$ cat config.mk
export PLATFORM = sky130hd
export DESIGN_NAME = muldiv_seq_flat
export DESIGN_NICKNAME = d
export VERILOG_FILES = /design/src/rtl/muldiv_seq_if.sv /design/src/rtl/muldiv_seq.sv /design/src/flat_wrapper.sv
export SDC_FILE = /design/constraint.sdc
export NUM_CORES = 2
export LEC_CHECK = 0
export CORE_AREA = 2 2 284 286
export CTS_CLUSTER_DIAMETER = 150
export DETAILED_ROUTE_END_ITERATION = 16
export DIE_AREA = 0 0 286 288
export PLACE_DENSITY_LB_ADDON = 0.12
export SYNTH_ARGS = -nofsm -noshare
export SYNTH_HDL_FRONTEND = slang
export SYNTH_SLANG_ARGS = --single-unit
$ cat constraint.sdc
create_clock -name clk -period 9.42 [get_ports clk]
set_clock_uncertainty 0.05 [all_clocks]
set_input_delay 1.413 -clock clk [delete_from_list [all_inputs] [get_ports clk]]
set_output_delay 1.413 -clock clk [all_outputs]
set_load 0.01 [all_outputs]
$ cat src/rtl/muldiv_seq_if.sv
// muldiv_seq_if: request/response bundle between the execute stage and the
// multi-cycle multiply/divide sequencer.
//
// Handshake: the requester raises start with op/a/b stable and holds them
// until it samples ready=1 at a rising edge; that edge accepts the operation.
// start while ready=0 is ignored. flush aborts whatever is in flight and wins
// over a start presented in the same cycle. done (with bad_op for illegal ops)
// is a one-cycle pulse in the cycle after hi/lo are written.
//
// Signals:
//   start, op[2:0], a[31:0], b[31:0], flush   requester -> sequencer
//   ready, busy, done, hi[31:0], lo[31:0],
//   div_by_zero, bad_op                      sequencer -> requester
interface muldiv_seq_if;
  logic        start;
  logic [2:0]  op;
  logic [31:0] a;
  logic [31:0] b;
  logic        flush;
  logic        ready;
  logic        busy;
  logic        done;
  logic [31:0] hi;
  logic [31:0] lo;
  logic        div_by_zero;
  logic        bad_op;

  modport master (
    output start, op, a, b, flush,
    input  ready, busy, done, hi, lo, div_by_zero, bad_op
  );

  modport slave (
    input  start, op, a, b, flush,
    output ready, busy, done, hi, lo, div_by_zero, bad_op
  );
endinterface

$ cat src/rtl/muldiv_seq.sv
// muldiv_seq: multi-cycle multiply/divide sequencer owning the HI/LO pair.
//
// Accepts one op at a time (MULTU/MULT/DIVU/DIV/MTHI/MTLO). Multiplies write
// HI/LO MUL_LATENCY edges after acceptance; divides run a radix-2 restoring
// divider for 32 steps plus one sign-fix step. Divide-by-zero finishes one
// edge after acceptance with lo=all-ones, hi=dividend.
//
// Optional feature: define MULDIV_DIV_EN to build the divider. Without it,
// DIV/DIVU are reported as illegal ops and div_by_zero is tied low.
//
// Parameters:
//   MUL_LATENCY  edges from acceptance to HI/LO write for MULT/MULTU (1..8)
// Ports:
//   clk        rising-edge clock
//   resetn     synchronous active-low reset
//   bus        muldiv_seq_if.slave (start/op/a/b/flush in; ready/busy/done/
//              hi/lo/div_by_zero/bad_op out)
//   dbg_state  current FSM state (IDLE=0, MUL=1, DIV=2, FIX=3, DZ=4)
module muldiv_seq #(
  parameter int MUL_LATENCY = 2
) (
  input  logic        clk,
  input  logic        resetn,
  muldiv_seq_if.slave bus,
  output logic [2:0]  dbg_state
);

  localparam logic [2:0] OP_MULTU = 3'b000;
  localparam logic [2:0] OP_MULT  = 3'b001;
  localparam logic [2:0] OP_DIVU  = 3'b010;
  localparam logic [2:0] OP_DIV   = 3'b011;
  localparam logic [2:0] OP_MTHI  = 3'b100;
  localparam logic [2:0] OP_MTLO  = 3'b101;

  typedef enum logic [2:0] {
    IDLE = 3'd0,
    MUL  = 3'd1,
    DIV  = 3'd2,
    FIX  = 3'd3,
    DZ   = 3'd4
  } state_t;

  state_t      state;
  logic [5:0]  cnt;
  logic [31:0] hi_q;
  logic [31:0] lo_q;
  logic        busy_q;
  logic        done_q;
  logic        bad_q;

  // Multiplier operands are held for the whole latency window; the product
  // is taken from the held copies on the write edge.
  logic [31:0] mul_a;
  logic [31:0] mul_b;
  logic        mul_sign;
  logic [63:0] ext_a;
  logic [63:0] ext_b;
  logic [63:0] product;

  // Low 64 bits of the product of sign-extended operands equal the signed
  // product, so one unsigned multiplier serves MULT and MULTU.
  always_comb begin
    ext_a   = {{32{mul_sign & mul_a[31]}}, mul_a};
    ext_b   = {{32{mul_sign & mul_b[31]}}, mul_b};
    product = ext_a * ext_b;
  end

  wire accept = bus.start & !bus.flush;

`ifdef MULDIV_DIV_EN
  // quo starts as the dividend magnitude and shifts quotient bits in from
  // the right while dividend bits leave from the left. In DZ it holds the
  // raw dividend for the hi write.
  logic [32:0] rem;
  logic [31:0] quo;
  logic [31:0] dvs;
  logic        q_neg;
  logic        r_neg;
  logic        dz_q;
  logic        a_neg;
  logic        b_neg;
  logic [31:0] a_mag;
  logic [31:0] b_mag;
  logic [33:0] trial;

  always_comb begin
    a_neg = bus.op[0] & bus.a[31];
    b_neg = bus.op[0] & bus.b[31];
    a_mag = a_neg ? -bus.a : bus.a;
    b_mag = b_neg ? -bus.b : bus.b;
    // Borrow out of bit 33 means the shifted remainder is below the divisor.
    trial = {rem, quo[31]} - {2'b00, dvs};
  end

  assign bus.div_by_zero = dz_q;
`else
  assign bus.div_by_zero = 1'b0;
`endif

  always_ff @(posedge clk) begin
    if (!resetn) begin
      state    <= IDLE;
      cnt      <= '0;
      hi_q     <= '0;
      lo_q     <= '0;
      busy_q   <= 1'b0;
      done_q   <= 1'b0;
      bad_q    <= 1'b0;
      mul_a    <= '0;
      mul_b    <= '0;
      mul_sign <= 1'b0;
`ifdef MULDIV_DIV_EN
      rem      <= '0;
      quo      <= '0;
      dvs      <= '0;
      q_neg    <= 1'b0;
      r_neg    <= 1'b0;
      dz_q     <= 1'b0;
`endif
    end else begin
      done_q <= 1'b0;
      bad_q  <= 1'b0;
      if (state != IDLE && bus.flush) begin
        // Abort: HI/LO were never touched, so they still hold the
        // pre-operation values.
        state  <= IDLE;
        busy_q <= 1'b0;
      end else begin
        case (state)
          IDLE: begin
            if (accept) begin
`ifdef MULDIV_DIV_EN
              dz_q <= 1'b0;
`endif
              case (bus.op)
                OP_MTHI: begin
                  hi_q   <= bus.a;
                  done_q <= 1'b1;
                end
                OP_MTLO: begin
                  lo_q   <= bus.a;
                  done_q <= 1'b1;
                end
                OP_MULTU, OP_MULT: begin
                  mul_a    <= bus.a;
                  mul_b    <= bus.b;
                  mul_sign <= bus.op[0];
                  cnt      <= 6'(MUL_LATENCY);
                  busy_q   <= 1'b1;
                  state    <= MUL;
                end
`ifdef MULDIV_DIV_EN
                OP_DIVU, OP_DIV: begin
                  busy_q <= 1'b1;
                  if (bus.b == 32'd0) begin
                    quo   <= bus.a;
                    state <= DZ;
                  end else begin
                    quo   <= a_mag;
                    dvs   <= b_mag;
                    rem   <= '0;
                    q_neg <= a_neg ^ b_neg;
                    r_neg <= a_neg;
                    cnt   <= 6'd32;
                    state <= DIV;
                  end
                end
`endif
                default: begin
                  done_q <= 1'b1;
                  bad_q  <= 1'b1;
                end
              endcase
            end
          end
          MUL: begin
            if (cnt == 6'd1) begin
              hi_q   <= product[63:32];
              lo_q   <= product[31:0];
              done_q <= 1'b1;
              busy_q <= 1'b0;
              state  <= IDLE;
            end else begin
              cnt <= cnt - 6'd1;
            end
          end
`ifdef MULDIV_DIV_EN
          DIV: begin
            if (!trial[33]) begin
              rem <= trial[32:0];
              quo <= {quo[30:0], 1'b1};
            end else begin
              rem <= {rem[31:0], quo[31]};
              quo <= {quo[30:0], 1'b0};
            end
            cnt <= cnt - 6'd1;
            if (cnt == 6'd1) begin
              state <= FIX;
            end
          end
          FIX: begin
            // For DIVU both flags are clear. 0x80000000 / -1 negates to
            // itself, which is the wanted result.
            lo_q   <= q_neg ? -quo : quo;
            hi_q   <= r_neg ? -rem[31:0] : rem[31:0];
            done_q <= 1'b1;
            busy_q <= 1'b0;
            state  <= IDLE;
          end
          DZ: begin
            lo_q   <= 32'hFFFF_FFFF;
            hi_q   <= quo;
            dz_q   <= 1'b1;
            done_q <= 1'b1;
            busy_q <= 1'b0;
            state  <= IDLE;
          end
`endif
          default: begin
            busy_q <= 1'b0;
            state  <= IDLE;
          end
        endcase
      end
    end
  end

  assign bus.ready  = !busy_q;
  assign bus.busy   = busy_q;
  assign bus.done   = done_q;
  assign bus.bad_op = bad_q;
  assign bus.hi     = hi_q;
  assign bus.lo     = lo_q;
  assign dbg_state  = state;

endmodule
$ cat src/flat_wrapper.sv
// flat-port wrapper written by rule: the top's interface ports become plain ports
module muldiv_seq_flat 
#(
  parameter int MUL_LATENCY = 2
)
  (clk, resetn, dbg_state, bus_start, bus_op, bus_a, bus_b, bus_flush, bus_ready, bus_busy, bus_done, bus_hi, bus_lo, bus_div_by_zero, bus_bad_op);
  muldiv_seq_if bus_i ();
  input  logic clk;
  input  logic resetn;
  output logic [2:0] dbg_state;
  input wire logic [$bits(bus_i.start)-1:0] bus_start;
  input wire logic [$bits(bus_i.op)-1:0] bus_op;
  input wire logic [$bits(bus_i.a)-1:0] bus_a;
  input wire logic [$bits(bus_i.b)-1:0] bus_b;
  input wire logic [$bits(bus_i.flush)-1:0] bus_flush;
  output wire logic [$bits(bus_i.ready)-1:0] bus_ready;
  output wire logic [$bits(bus_i.busy)-1:0] bus_busy;
  output wire logic [$bits(bus_i.done)-1:0] bus_done;
  output wire logic [$bits(bus_i.hi)-1:0] bus_hi;
  output wire logic [$bits(bus_i.lo)-1:0] bus_lo;
  output wire logic [$bits(bus_i.div_by_zero)-1:0] bus_div_by_zero;
  output wire logic [$bits(bus_i.bad_op)-1:0] bus_bad_op;
  assign bus_i.start = bus_start;
  assign bus_i.op = bus_op;
  assign bus_i.a = bus_a;
  assign bus_i.b = bus_b;
  assign bus_i.flush = bus_flush;
  assign bus_ready = bus_i.ready;
  assign bus_busy = bus_i.busy;
  assign bus_done = bus_i.done;
  assign bus_hi = bus_i.hi;
  assign bus_lo = bus_i.lo;
  assign bus_div_by_zero = bus_i.div_by_zero;
  assign bus_bad_op = bus_i.bad_op;
  muldiv_seq #(.MUL_LATENCY(MUL_LATENCY)) u_core (.clk(clk), .resetn(resetn), .bus(bus_i), .dbg_state(dbg_state));
endmodule
==> results.json <==
{
  "cts.sinks": 138,
  "core_region_area_um2": 79600,
  "internal_power_uw": 1070,
  "synth_cells": 4874,
  "report.final.slew_viol_count": 0,
  "ir_worst_vdd_mv": 0.127,
  "p_per_area_nw_per_um2": 34.4,
  "timing.critical_path.from_type": "register",
  "synthFlopType": "dfxtp_1",
  "antenna_left": 0,
  "dp.cells": 5906,
  "power.share.switching_pct": 33.2,
  "min_period_over_period_pct": 94.0,
  "critical_path_peak_fanout": 26,
  "synth-seq-area-share_pct": 6.37,
  "area_delta_synth_final_pct": 7.36,
  "drcViolationCount": 0,
  "hold_violations": 0,
  "dieArea_um2": 82400,
  "tritoncts": "done",
  "final_common_cell": "fa_1",
  "synth.cell_area_um2": 43400,
  "synthDistinctLibCells": 68,
  "initial_antenna_violation_count": 3,
  "drt-vias-per-instance": 5.47,
  "wire_length_of_the_first_global_routing_pass_um": 200000,
  "power_frac_comb_pct": 16.1,
  "detailedRoute.firstIterationViolations": 2166,
  "timing.final.crit_period_ns": 8.86,
  "setup_slack_of_the_critical_path_after_layout_ns": 0.563,
  "fp.dieW_um": 286,
  "postCtsSetupBuffers": 0,
  "final_cell_count_no_fill": 5939,
  "yosys_warnings": 0,
  "grt_util_all_layers_pct": 32.1,
  "placement_rows": 104,
  "overall_die_height_um": 288,
  "dp_slack_ns": 0.660,
  "cap_violations": 0,
  "cts_max_path_buffers": 2,
  "synth_enable_flop_cells": 0,
  "maxClockFrequency_ghz": 0.113,
  "report.final.setup_viol": 0,
  "clk-insertion-delay-late_ns": 0.47,
  "route.detailed.wl_per_inst_um": 21.2,
  "timing.slew.headroom_pct": 24.9,
  "place.gp.congestion": 0.942,
  "final_cell_mix": "1125 x fa_1, 1111 x inv_1, 889 x nand2_1, 360 x and2_1, 214 x ha_1",
  "proportion_of_register_bits_with_asynchronous_set_or_reset_after_synthesis_pct": 0,
  "timing.hold.worst.class": "register to register",
  "grt_pass1_vias": 34400,
  "hpwl_um": 106000,
  "share_clk_of_total_power_pct": 44.7,
  "clock-root-buffer": "clkbuf_16",
  "initial_utilization_pct": 54.5,
  "cts.reportedPaths.clkPinSlew_ns": 0.07,
  "ctsHtreeMaxLevel": 4,
  "total_clock_buffers_created_by_cts": 17,
  "outcome": "complete, no violations",
  "part_of_the_total_power_dissipated_in_sequential_elements_pct": 39.2,
  "drt_pre_antenna_iters": 5,
  "final.setup.tns_ns": 0,
  "cts-hold-fix-buffers": 0,
  "rsz_0062_raised_after_global_routing": "no",
  "synth-seq-cells": 138,
  "vias": 32500,
  "finalPower_uw": 1600,
  "worst_slew_pin_slew_ns": 1.12,
  "drive_above_1_share_pct": 3.87,
  "worstPathArrival_ns": 9.13,
  "power.switching_uw": 531,
  "io-pin-count": 143,
  "critical_setup_path_kind": "register to register",
  "postSynthAreaPerCell_um2": 8.90,
  "port_buffers": 139,
  "grt_max_degree": 80,
  "worstPathRequired_ns": 9.69,
  "wl_um": 126000,
  "cp-end-kind": "register",
  "design.final.nets": 6275,
  "leakagePower_uw": 0.0227,
  "postCtsResizedCells": 0,
  "global_route.overflow_total": 0
}
==> power groups by stage <==
stage	clock network, uW	logic [uW]	registers [uW]
2_1_floorplan	0	135	621
3_3_place_gp	0	252	641
3_5_place_dp	0	253	641
4_1_cts	722	255	628
5_1_grt	741	276	630
6_report	716	257	629
==> worst max-delay path, cell delays in order, from the launching register on <==
cell	delay [ns]
dfxtp_1	1.06
buf_4	0.31
nand2_1	0.09
fa_1	0.52
fa_1	0.46
fa_1	0.52
fa_1	0.54
inv_1	0.05
fa_1	0.53
fa_1	0.46
fa_1	0.50
inv_1	0.05
fa_1	0.52
inv_1	0.05
ha_1	0.39
a21oi_1	0.25
o21ai_0	0.15
or2_1	0.28
or4_4	0.58
a211oi_2	0.28
o21ai_1	0.16
a311o_1	0.46
a21boi_1	0.18
xor2_1	0.16
a211oi_1	0.09
==> routing by layer <==
| layer | vias to the layer above | share of wire [%] | track usage [%] |
|---|---|---|---|
| li1 | 14200 | - | - |
| met1 | 16900 | 40 | 43.2 |
| met2 | 1148 | 49 | 53.7 |
| met3 | 225 | 6.6 | 4.02 |
| met4 | 2 | 4.3 | 12.0 |
| met5 | - | 0.010 | 0 |
==> cell type report <==
cell class	count	area, um2
multi-input combinational	3331	35400
fill	7229	33000
inverter	1112	4170
sequential	138	2770
timing repair buffer	265	2370
tap	1060	1330
clock buffer	17	425
clock inverter	15	173
antenna	1	2.50
==> path summary, 6_finish.rpt <==
kind	from	to	slack (ns)	cells after the start
worst max-delay path	u_core.mul_b[19]	u_core.bus.hi[25]	0.56	24
worst min register to register	u_core.mul_b[25]	u_core.mul_b[25]	0.41	2
worst max register to register	u_core.mul_b[19]	u_core.bus.hi[25]	0.56	24
worst min-delay path	u_core.mul_b[25]	u_core.mul_b[25]	0.41	2
==> stage by stage <==
| step | utilization (%) | hold slack (ns) | cell area, um2 |
|---|---|---|---|
| 4_1_cts | 58.5 | 0.412 | 46600 |
| 6_report | 58.5 | 0.413 | 46600 |
| 5_1_grt | 58.5 | 0.438 | 46600 |
| 2_1_floorplan | - | 0.429 | 43400 |
| 3_3_place_gp | 57.8 | 0.393 | 46000 |
| 3_5_place_dp | 57.8 | 0.400 | 46000 |
==> cell usage after synthesis, types with 25 or more instances <==
cell | number | area, um2
and3_1 | 36 | 225
nand3_1 | 25 | 125
clkbuf_1 | 280 | 1050
inv_1 | 1112 | 4170
dfxtp_1 | 138 | 2760
and2_1 | 360 | 2250
o21ai_0 | 74 | 370
fa_1 | 1125 | 22500
a21o_1 | 36 | 270
xnor2_1 | 51 | 447
nand2_1 | 890 | 3340
a21oi_1 | 181 | 906
nor2_1 | 89 | 334
ha_1 | 214 | 2680
==> kinds of logic (layout without fill, tap and decap cells) <==
kind of cell | count (synthesis) | in the layout | share of synthesized area (%)
flops | 138 | 138 | 6.37
simple gates | 1492 | 1492 | 15.8
buf+inv | 1407 | 1409 | 12.2
mux | 16 | 16 | 0.372
compound gates | 409 | 409 | 5.71
other cells | 1 | 4 | 0.00864
fa+ha+maj | 1339 | 1339 | 58.1
xor+xnor | 72 | 72 | 1.45
==> flip-flops by register name (all words and copies together), names as in the netlist <==
register and cells:
u_core.bus.hi 32, u_core.bus.bad_op 1, u_core.mul_a 32, u_core.mul_sign 1, u_core.dbg_state 1, u_core.bus.lo 32, u_core.mul_b 32, u_core.cnt 6
u_core.bus.done 1
Power figures use the tool's default switching activity.
